### src/rtl/arch_state_dumper.sv
// arch_state_dumper: end-of-run architectural state reader for the single-cycle machine
// Watches inst and a cycle budget. On halt it walks the register file and then a
// data-memory window, emitting each word on a valid/ready stream.
// Optional feature macro: ARCH_STATE_PC_TRACE_EN (per-clock PC trace during RUN plus trace_drops).
// Ports:
//   clk, reset        rising-edge clock, synchronous active-low reset
//   inst, pc          instruction fetched by machine and its byte PC
//   rf_raddr/rf_rdata spare register-file read port (combinational data)
//   mem_raddr/mem_rdata spare data-memory read port, word index (combinational data)
//   out_valid/out_ready/out_data/out_kind  dump stream (kind 0=PC, 1=register, 2=memory)
//   halted, dump_done sticky status flags
//   trace_drops       saturating count of unaccepted PC trace words (macro only)
module arch_state_dumper #(
    parameter int          NUM_REGS   = 32,
    parameter logic [31:0] MEM_BASE   = 32'h4000,
    parameter int          MEM_WORDS  = 4,
    parameter int          MAX_CYCLES = 64
) (
    input  logic        clk,
    input  logic        reset,
    input  logic [31:0] inst,
    input  logic [31:0] pc,
    output logic [4:0]  rf_raddr,
    input  logic [31:0] rf_rdata,
    output logic [31:0] mem_raddr,
    input  logic [31:0] mem_rdata,
    output logic        out_valid,
    input  logic        out_ready,
    output logic [31:0] out_data,
    output logic [1:0]  out_kind,
    output logic        halted,
    output logic        dump_done
`ifdef ARCH_STATE_PC_TRACE_EN
    ,
    output logic [15:0] trace_drops
`endif
);
    localparam int TOTAL = NUM_REGS + MEM_WORDS;
    localparam int IW    = $clog2(TOTAL);
    localparam int CW    = $clog2(MAX_CYCLES + 1);
    localparam logic [IW-1:0] NREG_I = IW'(NUM_REGS);
    localparam logic [IW-1:0] LAST_I = IW'(TOTAL - 1);
    localparam logic [CW-1:0] CMAX   = CW'(MAX_CYCLES - 1);

    typedef enum logic [1:0] {RUN, FETCH, PRESENT, DONE} state_t;

    state_t        state, state_n;
    logic [CW-1:0] count, count_n;
    logic [IW-1:0] idx, idx_n;
    logic [31:0]   data_n;
    logic [1:0]    kind_n;
    logic          valid_n, halted_n, done_n;
    logic [4:0]    rf_q;
    logic [31:0]   mem_q;
    logic          is_reg, halt_now, accept;

    assign is_reg   = idx < NREG_I;
    // A zero instruction only counts once the first RUN cycle is behind us;
    // an x/z instruction never matches the case-equality test.
    assign halt_now = (count == CMAX) || (count != '0 && inst === 32'h0);
    assign accept   = out_valid && out_ready;
    // Addresses are driven from idx only while fetching, otherwise they hold.
    assign rf_raddr  = (state == FETCH && is_reg) ? 5'(idx) : rf_q;
    assign mem_raddr = (state == FETCH && !is_reg) ? MEM_BASE + 32'(idx - NREG_I) : mem_q;

`ifdef ARCH_STATE_PC_TRACE_EN
    logic [15:0] drops_n;
`else
    logic unused_pc;
    assign unused_pc = ^pc;
`endif

    always_comb begin
        state_n  = state;
        count_n  = count;
        idx_n    = idx;
        data_n   = out_data;
        kind_n   = out_kind;
        valid_n  = out_valid;
        halted_n = halted;
        done_n   = dump_done;
`ifdef ARCH_STATE_PC_TRACE_EN
        drops_n  = trace_drops;
`endif
        case (state)
            RUN: begin
                count_n = count + 1'b1;
`ifdef ARCH_STATE_PC_TRACE_EN
                // The trace word is overwritten every clock whether or not it was taken.
                drops_n = (out_valid && !out_ready && trace_drops != 16'hffff) ? trace_drops + 1'b1 : trace_drops;
                valid_n = 1'b1;
                data_n  = pc;
                kind_n  = 2'd0;
`endif
                if (halt_now) begin
                    state_n  = FETCH;
                    halted_n = 1'b1;
                    idx_n    = '0;
                    valid_n  = 1'b0;
                end
            end
            FETCH: begin
                data_n  = is_reg ? rf_rdata : mem_rdata;
                kind_n  = is_reg ? 2'd1 : 2'd2;
                valid_n = 1'b1;
                state_n = PRESENT;
            end
            PRESENT: begin
                if (accept) begin
                    valid_n = 1'b0;
                    state_n = (idx == LAST_I) ? DONE : FETCH;
                    done_n  = idx == LAST_I;
                    idx_n   = (idx == LAST_I) ? idx : idx + 1'b1;
                end
            end
            DONE: valid_n = 1'b0;
        endcase
    end

    always_ff @(posedge clk) begin
        if (!reset) begin
            state     <= RUN;
            count     <= '0;
            idx       <= '0;
            out_data  <= '0;
            out_kind  <= '0;
            out_valid <= 1'b0;
            halted    <= 1'b0;
            dump_done <= 1'b0;
            rf_q      <= '0;
            mem_q     <= MEM_BASE;
`ifdef ARCH_STATE_PC_TRACE_EN
            trace_drops <= '0;
`endif
        end else begin
            state     <= state_n;
            count     <= count_n;
            idx       <= idx_n;
            out_data  <= data_n;
            out_kind  <= kind_n;
            out_valid <= valid_n;
            halted    <= halted_n;
            dump_done <= done_n;
            rf_q      <= rf_raddr;
            mem_q     <= mem_raddr;
`ifdef ARCH_STATE_PC_TRACE_EN
            trace_drops <= drops_n;
`endif
        end
    end
endmodule
### config.mk
export PLATFORM = sky130hd
export DESIGN_NAME = arch_state_dumper
export DESIGN_NICKNAME = d
export VERILOG_FILES = /design/src/rtl/arch_state_dumper.sv
export SDC_FILE = /design/constraint.sdc
export NUM_CORES = 1
export LEC_CHECK = 0
export ABC_AREA = 1
export ABC_CLOCK_PERIOD_IN_PS = 3300
export CORE_AREA = 2 2 114 89
export DETAILED_ROUTE_END_ITERATION = 10
export DIE_AREA = 0 0 116 91
export PLACE_DENSITY = 0.85
export SLEW_MARGIN = 20
export SYNTH_ARGS = -nofsm -noshare
export SYNTH_HDL_FRONTEND = slang
export SYNTH_SLANG_ARGS = --single-unit
### constraint.sdc
create_clock -name clk -period 3.3 [get_ports clk]
set_input_delay 0.495 -clock clk [delete_from_list [all_inputs] [get_ports clk]]
set_output_delay 0.495 -clock clk [all_outputs]
set_load 0.1 [all_outputs]
==> results.yml <==
outcome:
  status: "completed"
worst_setup_path:
  crit_start: "state[1]$_SDFFE_PN0P_"
  cp-end-kind: "output pin"
  startpoint_type: "register"
  max_stage_delay_ps: 490
  worstPathMaxFanout: 58
  cp_slowest_cell: "inv_2"
  criticalPathCategory: "reg -> out"
  critical_path.cell_chain: "inv_1 -> ha_1 -> nand2_1 -> inv_2 -> buf_12 -> nor2_1 -> buf_4"
  cp.required_ps: 2800
  critPathArrivalTime_ps: 2510
  rr_startpoint: "state[1]$_SDFFE_PN0P_"
timing:
  setup_slack_ps: 296.8
  fin_skew_ps: 8.706
  hold_ws_ps: 446.2
  drv_slew: 0
  rsz0062_at_grt: "no"
  worst_pin_slew_ps: 1026
  setup_viol: 0
  setup_tns_ps: 0
  max_slew_margin_pct: 31.40
  post-route-period-util_pct: 91.01
  finalCriticalPeriod_ps: 3003
  maxClockFrequency_ghz: 0.3330
  hold_violations: 0
die:
  die_h_um: 91
  placementRows: 31
  start_util_pct: 42.32
  die_x_um: 116
  core-area_sq_um: 9387
  ios: 205
  die_area_sq_um: 10560
grt:
  grt-ovfl-total: 0
  grt_start_max_net_pins: 59
  track_usage_pct: 21.10
  antenna_found_initial: 0
  grt_pass1_vias: 4000
  grt_pass1_wl_um: 18060
synthesis:
  synthSimpleGateAreaFrac_pct: 36.19
  synth_compound_area_share_pct: 4.567
  ys_seq_area_share_pct: 44.85
  synth-seq-cells: 89
  synthMuxAreaShare_pct: 0
  synthCells: 588
  synth_top_family_by_area: "simple AND/OR/NAND/NOR gates"
  syn-cell-area_sq_um: 3973
  synth_xor_area_share_pct: 0
  ys_warn_count: 0
  synthAdderAreaFrac_pct: 2.520
  synth_nets: 727
  ys_types: 22
  postSynthAreaPerCell_sq_um: 6.756
placement:
  place.gp.congestion: 0.8124
  dp_hpwl_um: 8104
  place_inst: 871
  place_ws_ps: 653.8
  place_area_sq_um: 5809
  io_buffers: 172
clock_tree:
  post_cts_resized: 0
  cts_buffer_depth: 2
  clk_pin_slew_ps: 70
  cts_setup_buffers: 0
  cts_made_buffers: 9
  cts_num_sinks: 89
  hold_buffers: 0
  clock-root-buffer: "clkbuf_16"
  htreeDepth: 3
  worstSkewPairLatency_ps: 330
  cts_tree: "done"
power:
  vdd_ir_drop_max_mv: 0.9100
  p_per_area_nw_per_um2: 800.1
  p_leak_uw: 0.002894
final_layout:
  final_cell_mix: "nand2_1 (162), clkdlybuf4s50_1 (132), inv_1 (90), dfxtp_1 (89), nor2_1 (77)"
  multi_input_area_sq_um: 1719
  design_area_sq_um: 6103
  syn_to_final_growth_pct: 53.64
  final_cells: 887
  final_common_cell: "nand2_1"
  nNetsFinal: 889
  final_layout_size_suffix_gt1_share_pct: 10.73
  regArea_sq_um: 1782
  antenna_cells: 0
  num-fill-cells: 823
min_path:
  hold_path_class: "reg -> reg"
  hp-start: "mem_q[6]$_SDFF_PN0_"
detailed_routing:
  num_vias: 4063
  drcViolationCount: 0
  drt-wirelength-per-cell_um: 12.32
  drtAntennaViolNets: 0
  first_iter_violations: 229
  routed_wl_um: 10930
  viasPerCell: 4.581
  drt_first_pass_iters: 4
job:
  maxCapViolations: 0
-- metrics by stage --
step,utilization [%],power [uW]
floorplan,-,3166
global placement,61.89,3863
detailed placement,61.89,3923
CTS,65.02,4927
global route,65.02,5168
finish,65.02,4883
-- state kept, by name, indices dropped and copies added, names as in the netlist --
register and count:
halted 1, idx 6, out_valid 1, rf_q 5, out_data 32, mem_q 32, dump_done 1, count 7
state 2, out_kind 2
-- worst max-delay path: cells and delay by family, from the launching register on --
kind                       cells  cell delay (ps)
adders and majority gates      1              340
buffers and inverters          4             1150
DFF                            1              350
and+or+nand+nor                2              320
-- worst paths after layout --
check / endpoint / slack, ps / cells past startpoint
worst max register to register: out_data[27]$_SDFFE_PN0P_ / 1110 / 9
worst min-delay path: mem_q[6]$_SDFF_PN0_ / 450 / 2
worst max-delay path: mem_raddr[7] / 300 / 7
worst min register to register: mem_q[6]$_SDFF_PN0_ / 450 / 2
-- report_power, final --
group | switching (uW) | internal [uW] | total (uW)
Combinational | 1780 | 757 | 2530
Clock | 456 | 533 | 989
Sequential | 116 | 1250 | 1360
Total | 2350 | 2540 | 4880
-- cell usage after synthesis (all sizes together) --
cell type | number | share of area [%]
clkbuf | 9 | 0.85
or2 | 10 | 1.6
nand3 | 48 | 6.8
dfxtp | 89 | 45
buf | 16 | 2.0
nand2 | 162 | 15
a21oi | 15 | 2.0
ha | 8 | 2.5
nor3 | 33 | 4.3
nor2 | 78 | 7.4
nand4 | 5 | 0.79
inv | 95 | 9.0
o21a | 1 | 0.19
o21ai | 19 | 2.4
-- kinds of logic after synthesis --
group / count (synthesis)
AND/OR/NAND/NOR: 336
flip-flops: 89
AO/OA/AOI/OAI: 35
buffers and inverters: 120
adder cells (fa/ha/maj): 8
-- routing by layer --
layer	wire length [um]	track usage, %	part of all wire [%]	vias up
met5	0	0	0	-
met4	168	5.655	1.5	0
met3	594	5.207	5.4	12
met2	5504	38.35	50	107
met1	4661	24.46	43	1829
li1	-	-	-	2115
-- area by class of cell --
cell class                      instances  area share, %
Clock inverter                          7          1.128
Multi-Input combinational cell        379          28.17
Inverter                               95          5.843
Timing Repair Buffer                  176          29.27
Sequential cell                        89          29.19
Tap cell                              132          2.706
Clock buffer                            9          3.690
(Power assumes the default switching activity.)
